==> config.mk <==
export PLATFORM = sky130hd
export DESIGN_NAME = cond_exec_stage
export DESIGN_NICKNAME = d
export VERILOG_FILES = /design/src/rtl/cond_exec_stage_pkg.sv /design/src/rtl/cond_check.sv /design/src/rtl/cond_exec_stage.sv
export SDC_FILE = /design/constraint.sdc
export NUM_CORES = 1
export LEC_CHECK = 0
export ABC_AREA = 0
export CORE_ASPECT_RATIO = 1.1
export CORE_MARGIN = 10
export CORE_UTILIZATION = 40
export CTS_CLUSTER_DIAMETER = 200
export DETAILED_ROUTE_END_ITERATION = 8
export HOLD_SLACK_MARGIN = 0.03
export PLACE_DENSITY = 0.72
export SLEW_MARGIN = 20
export SYNTH_ARGS = -nofsm -noshare
export SYNTH_HDL_FRONTEND = slang
export SYNTH_SLANG_ARGS = --single-unit
==> constraint.sdc <==
create_clock -name clk -period 5.9 [get_ports clk]
set_input_delay 0.885 -clock clk [delete_from_list [all_inputs] [get_ports clk]]
set_output_delay 0.885 -clock clk [all_outputs]
set_load 0.02 [all_outputs]
==> src/rtl/cond_exec_stage_pkg.sv <==
// Shared definitions for the decode-to-execute boundary: condition codes,
// NZCV bit positions and the E-stage control bundle with its bubble value.
package cond_exec_stage_pkg;

  localparam logic [3:0] COND_EQ = 4'b0000;
  localparam logic [3:0] COND_NE = 4'b0001;
  localparam logic [3:0] COND_CS = 4'b0010;
  localparam logic [3:0] COND_CC = 4'b0011;
  localparam logic [3:0] COND_MI = 4'b0100;
  localparam logic [3:0] COND_PL = 4'b0101;
  localparam logic [3:0] COND_VS = 4'b0110;
  localparam logic [3:0] COND_VC = 4'b0111;
  localparam logic [3:0] COND_HI = 4'b1000;
  localparam logic [3:0] COND_LS = 4'b1001;
  localparam logic [3:0] COND_GE = 4'b1010;
  localparam logic [3:0] COND_LT = 4'b1011;
  localparam logic [3:0] COND_GT = 4'b1100;
  localparam logic [3:0] COND_LE = 4'b1101;
  localparam logic [3:0] COND_AL = 4'b1110;
  localparam logic [3:0] COND_NV = 4'b1111;

  localparam int FLAG_N = 3;
  localparam int FLAG_Z = 2;
  localparam int FLAG_C = 1;
  localparam int FLAG_V = 0;

  typedef struct packed {
    logic       pcsrc;
    logic       reg_write;
    logic       mem_write;
    logic       mem_to_reg;
    logic       alu_src;
    logic [2:0] alu_control;
    logic [1:0] flag_write;
    logic [3:0] cond;
  } ctrl_t;

  // A bubble carries no side effects and an always-true condition.
  localparam ctrl_t CTRL_BUBBLE = '{
    pcsrc:       1'b0,
    reg_write:   1'b0,
    mem_write:   1'b0,
    mem_to_reg:  1'b0,
    alu_src:     1'b0,
    alu_control: 3'b000,
    flag_write:  2'b00,
    cond:        COND_AL
  };

endpackage

==> src/rtl/cond_check.sv <==
// Combinational ARM condition-field evaluator against NZCV.
// Define COND_NV_ALWAYS_EN to make condition 1111 behave like AL.
module cond_check
  import cond_exec_stage_pkg::*;
(
  input  logic [3:0] cond_i,
  input  logic [3:0] flags_i,
  output logic       cond_ex_o
);

  logic n, z, c, v;

  assign n = flags_i[FLAG_N];
  assign z = flags_i[FLAG_Z];
  assign c = flags_i[FLAG_C];
  assign v = flags_i[FLAG_V];

  always_comb begin
    cond_ex_o = 1'b0;
    case (cond_i)
      COND_EQ: cond_ex_o = z;
      COND_NE: cond_ex_o = !z;
      COND_CS: cond_ex_o = c;
      COND_CC: cond_ex_o = !c;
      COND_MI: cond_ex_o = n;
      COND_PL: cond_ex_o = !n;
      COND_VS: cond_ex_o = v;
      COND_VC: cond_ex_o = !v;
      COND_HI: cond_ex_o = c && !z;
      COND_LS: cond_ex_o = !c || z;
      COND_GE: cond_ex_o = (n == v);
      COND_LT: cond_ex_o = (n != v);
      COND_GT: cond_ex_o = !z && (n == v);
      COND_LE: cond_ex_o = z || (n != v);
      COND_AL: cond_ex_o = 1'b1;
`ifdef COND_NV_ALWAYS_EN
      COND_NV: cond_ex_o = 1'b1;
`else
      COND_NV: cond_ex_o = 1'b0;
`endif
      default: cond_ex_o = 1'b0;
    endcase
  end

endmodule

==> src/rtl/cond_exec_stage.sv <==
// D-to-E pipeline register with stall/flush, NZCV flags register and
// condition-gated E-stage controls. Honours COND_NV_ALWAYS_EN via cond_check.
module cond_exec_stage
  import cond_exec_stage_pkg::*;
#(
  parameter logic [3:0] FLAGS_RST = 4'b0000
) (
  input  logic       clk,
  input  logic       reset,
  input  logic       StallE,
  input  logic       FlushE,
  input  logic       PCSrcD,
  input  logic       RegWriteD,
  input  logic       MemWriteD,
  input  logic       MemtoRegD,
  input  logic       ALUSrcD,
  input  logic [2:0] ALUControlD,
  input  logic [1:0] FlagWriteD,
  input  logic [3:0] CondD,
  input  logic [3:0] ALUFlagsE,
  output logic       ALUSrcE,
  output logic       MemtoRegE,
  output logic [2:0] ALUControlE,
  output logic       PCSrcE,
  output logic       RegWriteE,
  output logic       MemWriteE,
  output logic       CondExE,
  output logic [3:0] FlagsE
);

  ctrl_t      ctrl_d, ctrl_q;
  logic [3:0] flags_d, flags_q;
  logic       cond_ex;

  cond_check u_cond_check (
    .cond_i    (ctrl_q.cond),
    .flags_i   (flags_q),
    .cond_ex_o (cond_ex)
  );

  always_comb begin
    ctrl_d = ctrl_q;
    if (FlushE) begin
      ctrl_d = CTRL_BUBBLE;
    end else if (!StallE) begin
      ctrl_d.pcsrc       = PCSrcD;
      ctrl_d.reg_write   = RegWriteD;
      ctrl_d.mem_write   = MemWriteD;
      ctrl_d.mem_to_reg  = MemtoRegD;
      ctrl_d.alu_src     = ALUSrcD;
      ctrl_d.alu_control = ALUControlD;
      ctrl_d.flag_write  = FlagWriteD;
      ctrl_d.cond        = CondD;
    end
  end

  // The outgoing instruction retires its flags even when the incoming one is flushed.
  always_comb begin
    flags_d = flags_q;
    if (cond_ex && !StallE) begin
      if (ctrl_q.flag_write[1]) flags_d[FLAG_N:FLAG_Z] = ALUFlagsE[FLAG_N:FLAG_Z];
      if (ctrl_q.flag_write[0]) flags_d[FLAG_C:FLAG_V] = ALUFlagsE[FLAG_C:FLAG_V];
    end
  end

  always_ff @(posedge clk or posedge reset) begin
    if (reset) begin
      ctrl_q  <= CTRL_BUBBLE;
      flags_q <= FLAGS_RST;
    end else begin
      ctrl_q  <= ctrl_d;
      flags_q <= flags_d;
    end
  end

  assign ALUSrcE     = ctrl_q.alu_src;
  assign MemtoRegE   = ctrl_q.mem_to_reg;
  assign ALUControlE = ctrl_q.alu_control;
  assign PCSrcE      = ctrl_q.pcsrc     & cond_ex;
  assign RegWriteE   = ctrl_q.reg_write & cond_ex;
  assign MemWriteE   = ctrl_q.mem_write & cond_ex;
  assign CondExE     = cond_ex;
  assign FlagsE      = flags_q;

endmodule

==> After elaboration in Yosys (flattened, before gate mapping) <==
Index checks and enable logic that the tools add are counted.
{ "word_totals": {"ff_bits": 18, "word_cells": 47, "output_inout_bits": 13, "in_bits": 22} }
{ "op_classes": {"reduce_logical": 13, "bitwise": 3, "n_mux": 3, "eq_ne": 18} }
{ "op_table": {"columns": ["op", "n"], "rows": [
  ["equality test 4 bit, second input constant", 8],
  ["two-way mux 14 bit", 2],
  ["equality test 4 x 3 -> 1 bit, second input constant", 4],
  ["case mux 1 bit (16 select lines)", 1],
  ["equality test 4 x 2 -> 1 bit, second input constant", 2],
  ["logical NOT 1 bit", 5],
  ["equality test 4 x 1 -> 1 bit, second input constant", 1],
  ["logical NOT 4 bit", 1],
  ["AND reduction 2 bit", 2],
  ["bitwise AND 1 bit", 3],
  ["logical AND 1 bit", 3],
  ["logical OR 1 bit", 2],
  ["inequality test 2 x 1 -> 1 bit, second input constant", 1],
  ["equality test 1 bit", 1],
  ["inequality test 1 bit", 1]
]} }

==> Depth between registers and ports, before layout <==
{ "depth": {"word_depth": 5, "ltp_mapped": 7, "ltp_nobuf": 6} }

==> By module <==
Synthesis repeated with hierarchy kept, for this count alone.
{ "unflattened": {"cells_unflattened": 85, "area_unflattened_um2": 933.4} }
{ "by_module_without_submodules": {"columns": ["mod", "seq_area_each_um2", "cells_each", "area_each_um2", "instances"], "rows": [
  ["cond_exec_stage", 454.2, 62, 778.2, 1],
  ["cond_check", 0.0, 23, 155.1, 1]
]} }

==> Worst setup path before layout <==
OpenSTA, ideal clock, no wires.
{ "synth_path": {"path_kind": "register -> output", "startpoint": "register ctrl_q[1] (netlist name)", "endpoint": "output port MemWriteE", "required_time_ns": 5.015, "setup_slack_ns": 3.236, "path_buffers": 1, "stages_incl_launch_ff": 8, "arrival_time_ns": 1.779, "path_cell_list": "dfstp_2 buf_6 mux2i_1 xnor2_1 o221a_4 o31ai_4 inv_1 and2_1"} }
{ "synth_via": {"elab_chain_cells": 3, "elab_cells_between_ends": 18, "cone_classes": "15 x eq/ne; 1 x mux; 1 x bitwise; 1 x reduce/logical"} }
{ "synth_rtl": {"columns": ["element", "line_no", "text"], "rows": [
  ["start, declared", "cond_exec_stage.sv:31", "ctrl_t ctrl_d, ctrl_q;"],
  ["start signal, assigned", "cond_exec_stage.sv:71", "ctrl_q <= ctrl_d;"],
  ["equality test 4 bit (tied with other cells)", "cond_check.sv:20", "case (cond_i)"],
  ["case mux 1 bit (16 select lines) (*)", "cond_check.sv:20", null],
  ["via CondExE", "cond_exec_stage.sv:27", "output logic CondExE,"],
  ["bitwise AND 1 bit (*)", "cond_exec_stage.sv:81", "assign MemWriteE = ctrl_q.mem_write & cond_ex;"],
  ["end, declared", "cond_exec_stage.sv:26", "output logic MemWriteE,"]
]} }
Mark *: on every way through the listed nets, which the timed path passes. The rest lies on a longest branch.

==> Worst setup path after layout <==
{ "layout_path": {"startpoint": "register ctrl_q[0] (netlist name)", "endpoint": "output port RegWriteE"} }
{ "layout_via": {"elab_chain_cells": 3, "elab_cells_between_ends": 18, "cone_classes": "15 x eq/ne; 1 x mux; 1 x bitwise; 1 x reduce/logical"} }
{ "layout_rtl": {"columns": ["element", "line_no", "text"], "rows": [
  ["equality test 4 bit (tied with other cells)", "cond_check.sv:20", null],
  ["case mux 1 bit (16 select lines) (*)", "cond_check.sv:20", null],
  ["bitwise AND 1 bit (*)", "cond_exec_stage.sv:80", "assign RegWriteE = ctrl_q.reg_write & cond_ex;"],
  ["end, declared", "cond_exec_stage.sv:25", "output logic RegWriteE,"]
]} }
Every way passes the cells marked *; elsewhere a longest branch is shown, timed or not.

==> results.rst <==
.. list-table::
   :header-rows: 1

   * - Metric
     - Value
   * - Status
     - complete, no violations
   * - Placed Cells incl. Taps
     - 149
   * - Port bufs
     - 34
   * - DRC Markers
     - 0
   * - Die Area
     - 4910 um^2
   * - Antenna Nets Post-Route
     - 0
   * - Worst-case clock skew
     - 1.239 ps
   * - Number of enable flip-flop cells after synthesis
     - 0
   * - Combined global-route utilization of all metal layers
     - 0.1017
   * - Net count reported at finish
     - 146
   * - Maximum count of clock buffers along a single path
     - 2
   * - Routability-driven placement congestion ratio
     - 0.9068
   * - Average detailed-routed wire length per instance
     - 14.96 um
   * - Top cell type's share of synthesized area
     - 0.3745
   * - Total via count after detailed routing
     - 775
   * - Net count after synthesis
     - 115
   * - Cell chosen for the clock root
     - clkbuf_4
   * - Num Clock Sinks
     - 18
   * - Post-CTS Repair Setup Buffers
     - 0
   * - Most frequent cell after synthesis
     - dfrtp_1
   * - Total setup violations reported at the end of the flow
     - 0
   * - Most frequently used flop master after synthesis
     - dfrtp_1
   * - Chip Height
     - 72.50 um
   * - Skew-Pair Late Insertion Delay
     - 280 ps
   * - H-Tree Level Count
     - 1
   * - Detail-routed via count per cell
     - 5.065
   * - 1st-iter DRT viols
     - 22
   * - Min-Delay Path Class
     - reg2reg
   * - Total wire length after detailed routing
     - 2.289 mm
   * - Register cell area after layout
     - 454.2 um^2
   * - Peak supply drop
     - 196.1 uV
   * - Total of fill cells in the finished design
     - 211
   * - Sequential area share after synthesis
     - 0.4532
   * - Crit start category
     - register
   * - Multi-input gate area in the final layout
     - 475.5 um^2
   * - Critical path data required time
     - 5020 ps
   * - Worst Path Max Fanout
     - 12
   * - Slew of the pin with the lowest slew margin
     - 804.6 ps
   * - Final count of pins violating max slew
     - 0
   * - Synth warn
     - 0
   * - Cell with the largest stage delay on the worst path
     - dfrtp_1
   * - Hpwl dp
     - 1.854 mm
   * - Reg clk slew, reported paths
     - 100 ps
   * - Worst hold slack after final layout
     - 528.0 ps
   * - Global-route wire length before repair
     - 4.008 mm
   * - Post-synthesis instance area
     - 1002 um^2
   * - Core Footprint
     - 2320 um^2
   * - I/O pin cnt
     - 35
   * - Area contributors post-synth
     - dfrtp_1, mux2i_1, dfstp_2
   * - Ratio of total power to cell area
     - 295.8 nW/um^2
   * - Worst R2R Start
     - ctrl_q[0]
   * - CTS-repair resized insts
     - 0
   * - Post-route setup TNS
     - 0 ps
   * - Startpoint of the most critical setup path
     - ctrl_q[0]
   * - Peak per-stage delay on the critical path
     - 570 ps
   * - Setup CP Type
     - reg2out
   * - Antenna violations before repair
     - 0
   * - Rows
     - 18
   * - Fraction of final layout cells with drive strength greater than 1
     - 0.1057
   * - Top cells by count, synth
     - dfrtp_1, mux2i_1, nor2_1
   * - Number of standard cells in the final layout excluding fillers
     - 153
   * - Setup repair after global routing missed its margin
     - false
   * - WP buf/inv
     - 2
   * - Max-slew headroom at the worst pin
     - 0.4619
   * - Crit path time final
     - 3511 ps
   * - Mapped Avg Cell Area
     - 10.78 um^2
   * - Number of synthesized register bits
     - 18
   * - Family of cells with the greatest summed delay on the critical path
     - compound AO/OA/AOI/OAI gates
   * - Pin count of the biggest net entering global routing
     - 19
   * - Cell Chain, Critical Path
     - and3b_1, o21ai_0, o211ai_1, o31ai_4, inv_1, and2_1, clkdlybuf4s50_1
   * - FFs w/ async S/R, synth
     - 1.000
   * - Worst min-delay path startpoint
     - ctrl_q[4]
   * - Length of the first detailed-routing pass in iterations
     - 4
   * - Leakage
     - 0.0005957 uW
   * - Congestion Overflow GR
     - 0
   * - Number of distinct library cell variants in the gate-level netlist after synthesis
     - 32
   * - Most area-hungry cell type in the Yosys netlist
     - dfrtp_1
   * - Die width
     - 67.73 um
   * - Number of global-route vias before repair
     - 849
   * - Final Hold Violating Endpoints
     - 0
   * - Max_cap viols
     - 0
   * - CTS tree
     - built
   * - Peak clock frequency supported by timing
     - 0.2848 GHz
   * - Area growth from synthesis to layout
     - 35.58%
   * - Number of antenna cells inserted
     - 0
   * - Post-route clock period utilization
     - 0.5951
   * - Number of hold-repair buffers added at the cts stage
     - 0
   * - Cell count after synthesis
     - 93
   * - Arrival time reported for the critical path endpoint
     - 2630 ps
   * - Initial core utilization
     - 0.4320
   * - Power after layout
     - 402.0 uW
   * - Number of buffers created by CTS
     - 3
   * - Critical Path Sink Type
     - output port
metal layers:
layer / vias up / share of wire / track usage
met3: 0 / 0.11 / 0.06144
met4: 0 / 0 / 0.01370
li1: 377 / - / -
met5: - / 0 / 0
met1: 377 / 0.39 / 0.1078
met2: 21 / 0.50 / 0.1714
worst paths after layout:
path,to,slack [ps],depth (start not counted)
worst max-delay path,RegWriteE,2390,7
worst min-delay path,ctrl_q[4],530,2
worst max register to register,FlagsE[0],3830,6
worst min register to register,ctrl_q[4],530,2
max in group asynchronous,ctrl_q[0],4480,2
min in group asynchronous,ALUControlE[1],990,2
area by class of cell:
| cell class | count | area share |
|---|---|---|
| Tap cell | 30 | 0.02762 |
| Multi-Input combinational cell | 63 | 0.3499 |
| Sequential cell | 18 | 0.3343 |
| Clock buffer | 4 | 0.02670 |
| Timing Repair Buffer | 34 | 0.2505 |
| Inverter | 4 | 0.01105 |
per-stage QoR:
step	utilization	area, um^2	worst slack, ps
2_1_floorplan	-	1002	3236
3_3_place_gp	0.5701	1323	2783
3_5_place_dp	0.5701	1323	2728
4_1_cts	0.5858	1359	2381
5_1_grt	0.5858	1359	2236
6_report	0.5858	1359	2389
worst register-to-register path: cells and delay by family, from the launching register on:
kind	cells	cell delay (ps)
AOI/OAI and AO/OA	3	490
DFF	1	570
muxes	1	350
and+or+nand+nor	2	560
report_power, final:
group | switching (uW) | total [uW] | internal (uW)
sequential | 22.9 | 165 | 142
clock | 36.1 | 73.7 | 37.5
combinational | 77.3 | 163 | 85.7
total | 136 | 402 | 266
cell families (layout without fill, tap and decap cells):
group	after synthesis	in the layout	synth area share
buffers and inverters	12	42	0.07239
AND/OR/NAND/NOR	30	30	0.1611
multiplexers	16	16	0.1635
XOR/XNOR	2	2	0.01748
AO/OA/AOI/OAI	15	15	0.1323
flip-flops	18	18	0.4532
registers in the layout, indices dropped and copies added, names as in the netlist:
name and flops:
MemtoRegE 1, ctrl_q 9, FlagsE 4, ALUControlE 3
ALUSrcE 1
placed cells by master (no fill, tap or decap), drive strengths merged:
master and n:
clkdlybuf4s50 34, dfrtp 15, mux2i 13, nor2 13
o21ai 5, and2 5, inv 4, nand2 4
clkbuf 4, a211o 3, mux2 3, dfstp 3
nor3b 3, xnor2 2, a21oi 2, nand2b 1
nor4b 1, and3b 1, nor2b 1, o211ai 1
nor3 1, a311o 1, o221a 1, o311ai 1
o31ai 1
Power figures use the tool's default switching activity.
